### src/rtl/y_if_prefetch.sv
// y_if_prefetch: instruction-fetch stage with a DEPTH-deep queue of {word, pc} to decode.
// Requests are credit-limited so that inflight + queued never exceeds DEPTH. A redirect
// flushes the queue and marks every outstanding response as stale so that it is dropped.
// Optional feature macro: YIF_ALIGN_CHECK_EN (sticky align_err on misaligned redirects).
module y_if_prefetch #(
    parameter int               WIDTH    = 32,
    parameter int               DEPTH    = 4,
    parameter logic [WIDTH-1:0] RESET_PC = '0
) (
    input  logic             clk,
    input  logic             rst_n,
    output logic             imem_req,
    output logic [WIDTH-1:0] imem_addr,
    input  logic             imem_ready,
    input  logic             imem_rvalid,
    input  logic [WIDTH-1:0] imem_rdata,
    output logic             ins_valid,
    output logic [WIDTH-1:0] ins,
    output logic [WIDTH-1:0] ins_pc,
    output logic [WIDTH-1:0] ins_pcp4,
    input  logic             ins_ready,
    input  logic             redirect,
    input  logic [WIDTH-1:0] redirect_pc,
    output logic             align_err
);
    localparam int AW = $clog2(DEPTH);
    localparam int CW = AW + 1;

    logic [WIDTH-1:0] fetch_pc, resp_pc, load_pc;
    logic [CW-1:0]    count, inflight, discard;
    logic [AW-1:0]    rd_ptr, wr_ptr;
    logic [WIDTH-1:0] q_ins [DEPTH];
    logic [WIDTH-1:0] q_pc  [DEPTH];
    logic [CW:0]      credits_used;
    logic             accept, resp, drop, push, pop;

    // Credits cover both queued words and words still owed by memory, stale ones included,
    // which is what keeps a push from ever landing on a full queue.
    assign credits_used = {1'b0, inflight} + {1'b0, count};
    assign imem_req     = rst_n & ~redirect & ~align_err & (credits_used < (CW+1)'(DEPTH));
    assign imem_addr    = fetch_pc;
    assign accept       = imem_req & imem_ready;
    // Responses arriving with nothing outstanding are leftovers from before a reset.
    assign resp         = imem_rvalid & (inflight != '0);
    assign drop         = resp & (discard != '0);
    assign push         = resp & ~drop & ~redirect;
    assign ins_valid    = (count != '0) & ~redirect;
    assign pop          = ins_valid & ins_ready;
    assign ins          = q_ins[rd_ptr];
    assign ins_pc       = q_pc[rd_ptr];
    assign ins_pcp4     = ins_pc + WIDTH'(4);

`ifdef YIF_ALIGN_CHECK_EN
    logic align_err_q;
    assign load_pc   = redirect_pc;
    assign align_err = align_err_q;

    // Sticky flag: set by a misaligned redirect, cleared only by an aligned one or reset.
    always_ff @(posedge clk or negedge rst_n) begin
        if (!rst_n)
            align_err_q <= 1'b0;
        else if (redirect)
            align_err_q <= (redirect_pc[1:0] != 2'b00);
    end
`else
    logic unused_lsb;
    assign unused_lsb = ^redirect_pc[1:0];
    assign load_pc    = {redirect_pc[WIDTH-1:2], 2'b00};
    assign align_err  = 1'b0;
`endif

    // Fetch/response PCs, occupancy, in-flight and stale-response bookkeeping.
    always_ff @(posedge clk or negedge rst_n) begin
        if (!rst_n) begin
            fetch_pc <= RESET_PC;
            resp_pc  <= RESET_PC;
            count    <= '0;
            inflight <= '0;
            discard  <= '0;
            rd_ptr   <= '0;
            wr_ptr   <= '0;
        end else begin
            inflight <= inflight + CW'(accept) - CW'(resp);
            if (redirect) begin
                // Everything still owed by memory after this edge is stale.
                fetch_pc <= load_pc;
                resp_pc  <= load_pc;
                count    <= '0;
                rd_ptr   <= '0;
                wr_ptr   <= '0;
                discard  <= inflight - CW'(resp);
            end else begin
                if (accept) fetch_pc <= fetch_pc + WIDTH'(4);
                if (push) begin
                    resp_pc <= resp_pc + WIDTH'(4);
                    wr_ptr  <= wr_ptr + AW'(1);
                end
                if (pop)  rd_ptr  <= rd_ptr + AW'(1);
                if (drop) discard <= discard - CW'(1);
                count <= count + CW'(push) - CW'(pop);
            end
        end
    end

    // Queue storage; contents are meaningless while empty so no reset is needed.
    always_ff @(posedge clk) begin
        if (push) begin
            q_ins[wr_ptr] <= imem_rdata;
            q_pc[wr_ptr]  <= resp_pc;
        end
    end
endmodule
### config.mk
export PLATFORM = sky130hd
export DESIGN_NAME = y_if_prefetch
export DESIGN_NICKNAME = d
export VERILOG_FILES = /design/src/rtl/y_if_prefetch.sv
export SDC_FILE = /design/constraint.sdc
export NUM_CORES = 1
export LEC_CHECK = 0
export CORE_AREA = 4 4 193 195
export CTS_CLUSTER_SIZE = 16
export DETAILED_ROUTE_END_ITERATION = 6
export DIE_AREA = 0 0 197 199
export PLACE_DENSITY = 0.7
export SYNTH_ARGS = -nofsm -noshare
export SYNTH_HDL_FRONTEND = slang
export SYNTH_SLANG_ARGS = --single-unit
export TNS_END_PERCENT = 100
### constraint.sdc
create_clock -name clk -period 4 [get_ports clk]
set_clock_uncertainty 0.2 [all_clocks]
set_input_delay 1.2 -clock clk [delete_from_list [all_inputs] [get_ports clk]]
set_output_delay 1.2 -clock clk [all_outputs]
set_load 0.01 [all_outputs]
==> metrics.md <==
| Metric | Value |
|---|---|
| Class of the most critical setup path | `flip-flop to primary output` |
| Hpwl dp | `around 22 mm` |
| Fillcell total | `slightly below 3000` |
| Crit start category | `flip-flop` |
| Largest net degree at the start of global routing | `63` |
| Register area share after synthesis | `66.0%` |
| CTS tree | `built` |
| Layout cells sized above 1 | `around a quarter` |
| Synth top area cells | `edfxtp_1 (53%), dfrtp_1 (13%), mux4_2 (8.3%)` |
| Failing checks | `setup timing` |
| Number of flops mapped to enable cells by yosys | `approximately 250` |
| Vias in the first global route | `about 9000` |
| Synthesized area per cell | `15.6 um^2` |
| Setup TNS | `-2.85 ns` |
| Sink Count | `roughly 320` |
| Combinational fraction of design power | `between 20% and 30%` |
| Clk slew on worst S/H paths | `approximately 0.06 ns` |
| Top cell type's share of synthesized area | `~53%` |
| Top delay family on crit path | `flip-flops` |
| Final setup viols | `22` |
| Buf/Inv on CP | `2` |
| Netlist cell types | `slightly below 60` |
| Hold/Removal Path Class | `flip-flop to flip-flop` |
| GRT overflow | `0` |
| Outcome | `complete, but fails checks` |
| Top_reg_cell synth | `edfxtp_1` |
| Die H | `~200 um` |
| Tmin final | `between 4 and 5 ns` |
| Max incr delay on CP | `about 0.56 ns` |
| Yosys top cell by area | `edfxtp_1` |
| Max-slew violations | `0` |
| CTS Root Cell | `clkbuf_16` |
| Synth-to-layout area growth | `32.5%` |
| Routed vias | `a little under 9000` |
| PortBufs | `191` |
| Clk buf depth | `3` |
| Worst path cell trace | `mux4_2 > ha_4 > nand2_4 > o22ai_4 > nand4_4 > buf_6 > nor3_4 > xor2_1 > buf_2` |
| Total track usage | `around 17%` |
| Nets | `1277` |
| Worst rel slew slack | `24.4%` |
| Commonest cells in the netlist | `edfxtp_1 (248), dfrtp_1 (73), nand2_1 (66)` |
| Max-cap viol count | `0` |
| Drt drc | `0` |
| Register area | `~9300 um^2` |
| Crit path capture type | `primary output` |
| Arrival time worst endpoint | `around 2.8 ns` |
| Synthesized area | `between 10000 and 15000 um^2` |
| Drt total wl | `33.7 mm` |
| Setup ws final | `-0.233 ns` |
| ANT nets after route | `0` |
| Non-filler cells, final | `1676` |
| RSZ-0062 raised after global routing | `yes` |
| Crit path max-delay cell type | `dfrtp_4` |
| # IOs | `between 200 and 250` |
| Fin. Hold Viols | `0` |
| Count leader, synth | `edfxtp_1` |
| Vias/cell | `between 5 and 6` |
| Design Area, Final | `~19000 um^2` |
| First-pass detailed-route iteration total | `5` |
| # rows | `just under 70` |
| Total chip power | `roughly 10 mW` |
| Wire length per cell | `slightly above 20 um` |
| Antenna fix cells | `0` |
| Clk pwr share | `between 30% and 40%` |
| CP Max Fanout | `7` |
| VDD IR max | `0.000382 V` |
| Die Wd | `about 200 um` |
| Async SR Flop Fraction | `22.7%` |
| Core box area | `about 35000 um^2` |
| Area of the multi-input gates | `4710 um^2` |
| TritonCTS buffer count | `36` |
| Initial antenna violation count | `0` |
| Leakage power | `between 6 and 7 nW` |
| Power per cell area | `537 nW/um^2` |
| CTS HTree Levels | `2` |
| Switching pwr | `~2.8 mW` |
| #FFs+latches synth | `roughly 320` |
| Register share of total power | `40.4%` |
| Net Sw Frac | `27.7%` |
| Clock Latency Late Sink | `around 0.51 ns` |
| Slew @ Worst Pin | `1.13 ns` |
| Power Internal | `between 7 and 8 mW` |
| Hold buffer count at cts | `0` |
| Final period utilization | `106%` |
| Initial Util | `39.7%` |
| DP Cell Count | `1578` |
| Critical Path RT | `~2.6 ns` |
| Post-Syn Instances | `899` |
| Synth Warn # | `0` |
| Initial DRC count | `490` |
| Die area | `39200 um^2` |
| Gpl congestion | `about 0.83` |
| First-pass GRT wire length | `around 52 mm` |
| Placed cell area | `16800 um^2` |
| Maximum clock frequency | `236 MHz` |
cell type report:
cell class / count / area share (%)
Clock buffer: 43 / 5.03
Clock inverter: 22 / 1.26
Inverter: 25 / 0.504
Multi-Input combinational cell: 513 / 25.3
Sequential cell: 321 / 49.8
Tap cell: 461 / 3.10
Timing Repair Buffer: 291 / 14.9
state kept, by name, summed over array words and instances, names as in the netlist:
| name | flops |
|---|---|
| rd_ptr | 2 |
| resp_pc | 30 |
| q_ins | 128 |
| imem_addr | 30 |
| inflight | 3 |
| count | 3 |
| wr_ptr | 2 |
| q_pc | 120 |
| discard | 3 |
worst reg2reg max path, delay by kind of cell, from the launching register on:
| kind | cells | cell delay (ns) |
|---|---|---|
| simple gates | 2 | 0.58 |
| flops | 1 | 0.44 |
| xor+xnor | 2 | 0.27 |
| buf+inv | 2 | 0.13 |
| fa+ha+maj | 4 | 1.15 |
stage by stage:
stage,utilization [%],hold WS (ns),setup slack (ns)
2_1_floorplan,-,0.289,0.154
3_3_place_gp,47.6,0.331,-0.285
3_5_place_dp,47.6,0.356,-0.310
4_1_cts,52.0,0.370,-0.281
5_1_grt,52.6,0.390,-0.337
6_report,52.6,0.368,-0.233
logic make-up (layout without fill, tap and decap cells):
group	Yosys count	in the layout	share of synthesized area, %
fa+ha+maj	19	19	1.80
buf+inv	71	381	2.76
compound gates	83	83	3.60
simple gates	258	258	10.2
flops	321	321	66.0
other cells	1	7	0.0267
mux	76	76	11.3
xor+xnor	70	70	4.36
metal layers:
metal	up-vias	global-route usage, %	part of all wire [%]
met4	0	3.95	1.6
met1	4444	23.8	44
met5	-	0	0
met3	38	2.90	6.1
met2	301	27.5	49
li1	4053	-	-
power groups by stage:
stage	logic [mW]	registers (mW)	clock network, mW
floorplan	1.37	4.05	0
global placement	2.54	4.08	0
detailed placement	2.57	4.10	0
CTS	2.74	4.04	3.30
global route	2.95	4.07	3.47
finish	2.74	4.04	3.22
worst paths after layout:
check	endpoint	from	depth (start not counted)	slack (ns)
max in group asynchronous	rd_ptr[0]	rst_n	3	2.02
setup reg to reg	inflight[2]	inflight[2]	10	1.13
setup / recovery	ins_pcp4[22]	rd_ptr[0]	9	-0.23
min in group asynchronous	imem_addr[8]	rst_n	2	0.55
hold reg to reg	discard[1]	discard[1]	2	0.37
hold / removal	discard[1]	discard[1]	2	0.37
placed cells by master, fill, tap and decap left out, types with 22 or more instances in the layout:
cell type	n
buf_2	28
buf_4	66
buf_6	22
clkbuf_16	36
clkdlybuf4s50_1	132
dfrtp_1	71
dlygate4sd2_1	24
edfxtp_1	248
inv_1	24
mux4_2	61
nand2_1	63
nand3_1	33
nor2_1	30
o21ai_0	42
xnor2_1	34
xor2_1	32
timing repair:
action | in CTS | in global routing
setup buffers | 16 | 17
gates cloned | 4 | 0
setup endpoints to repair | 51 | 43
resized for setup | 196 | 50
endpoints found under the hold margin | 0 | 0
pin swaps | 30 | 30
Power figures use the tool's default switching activity.
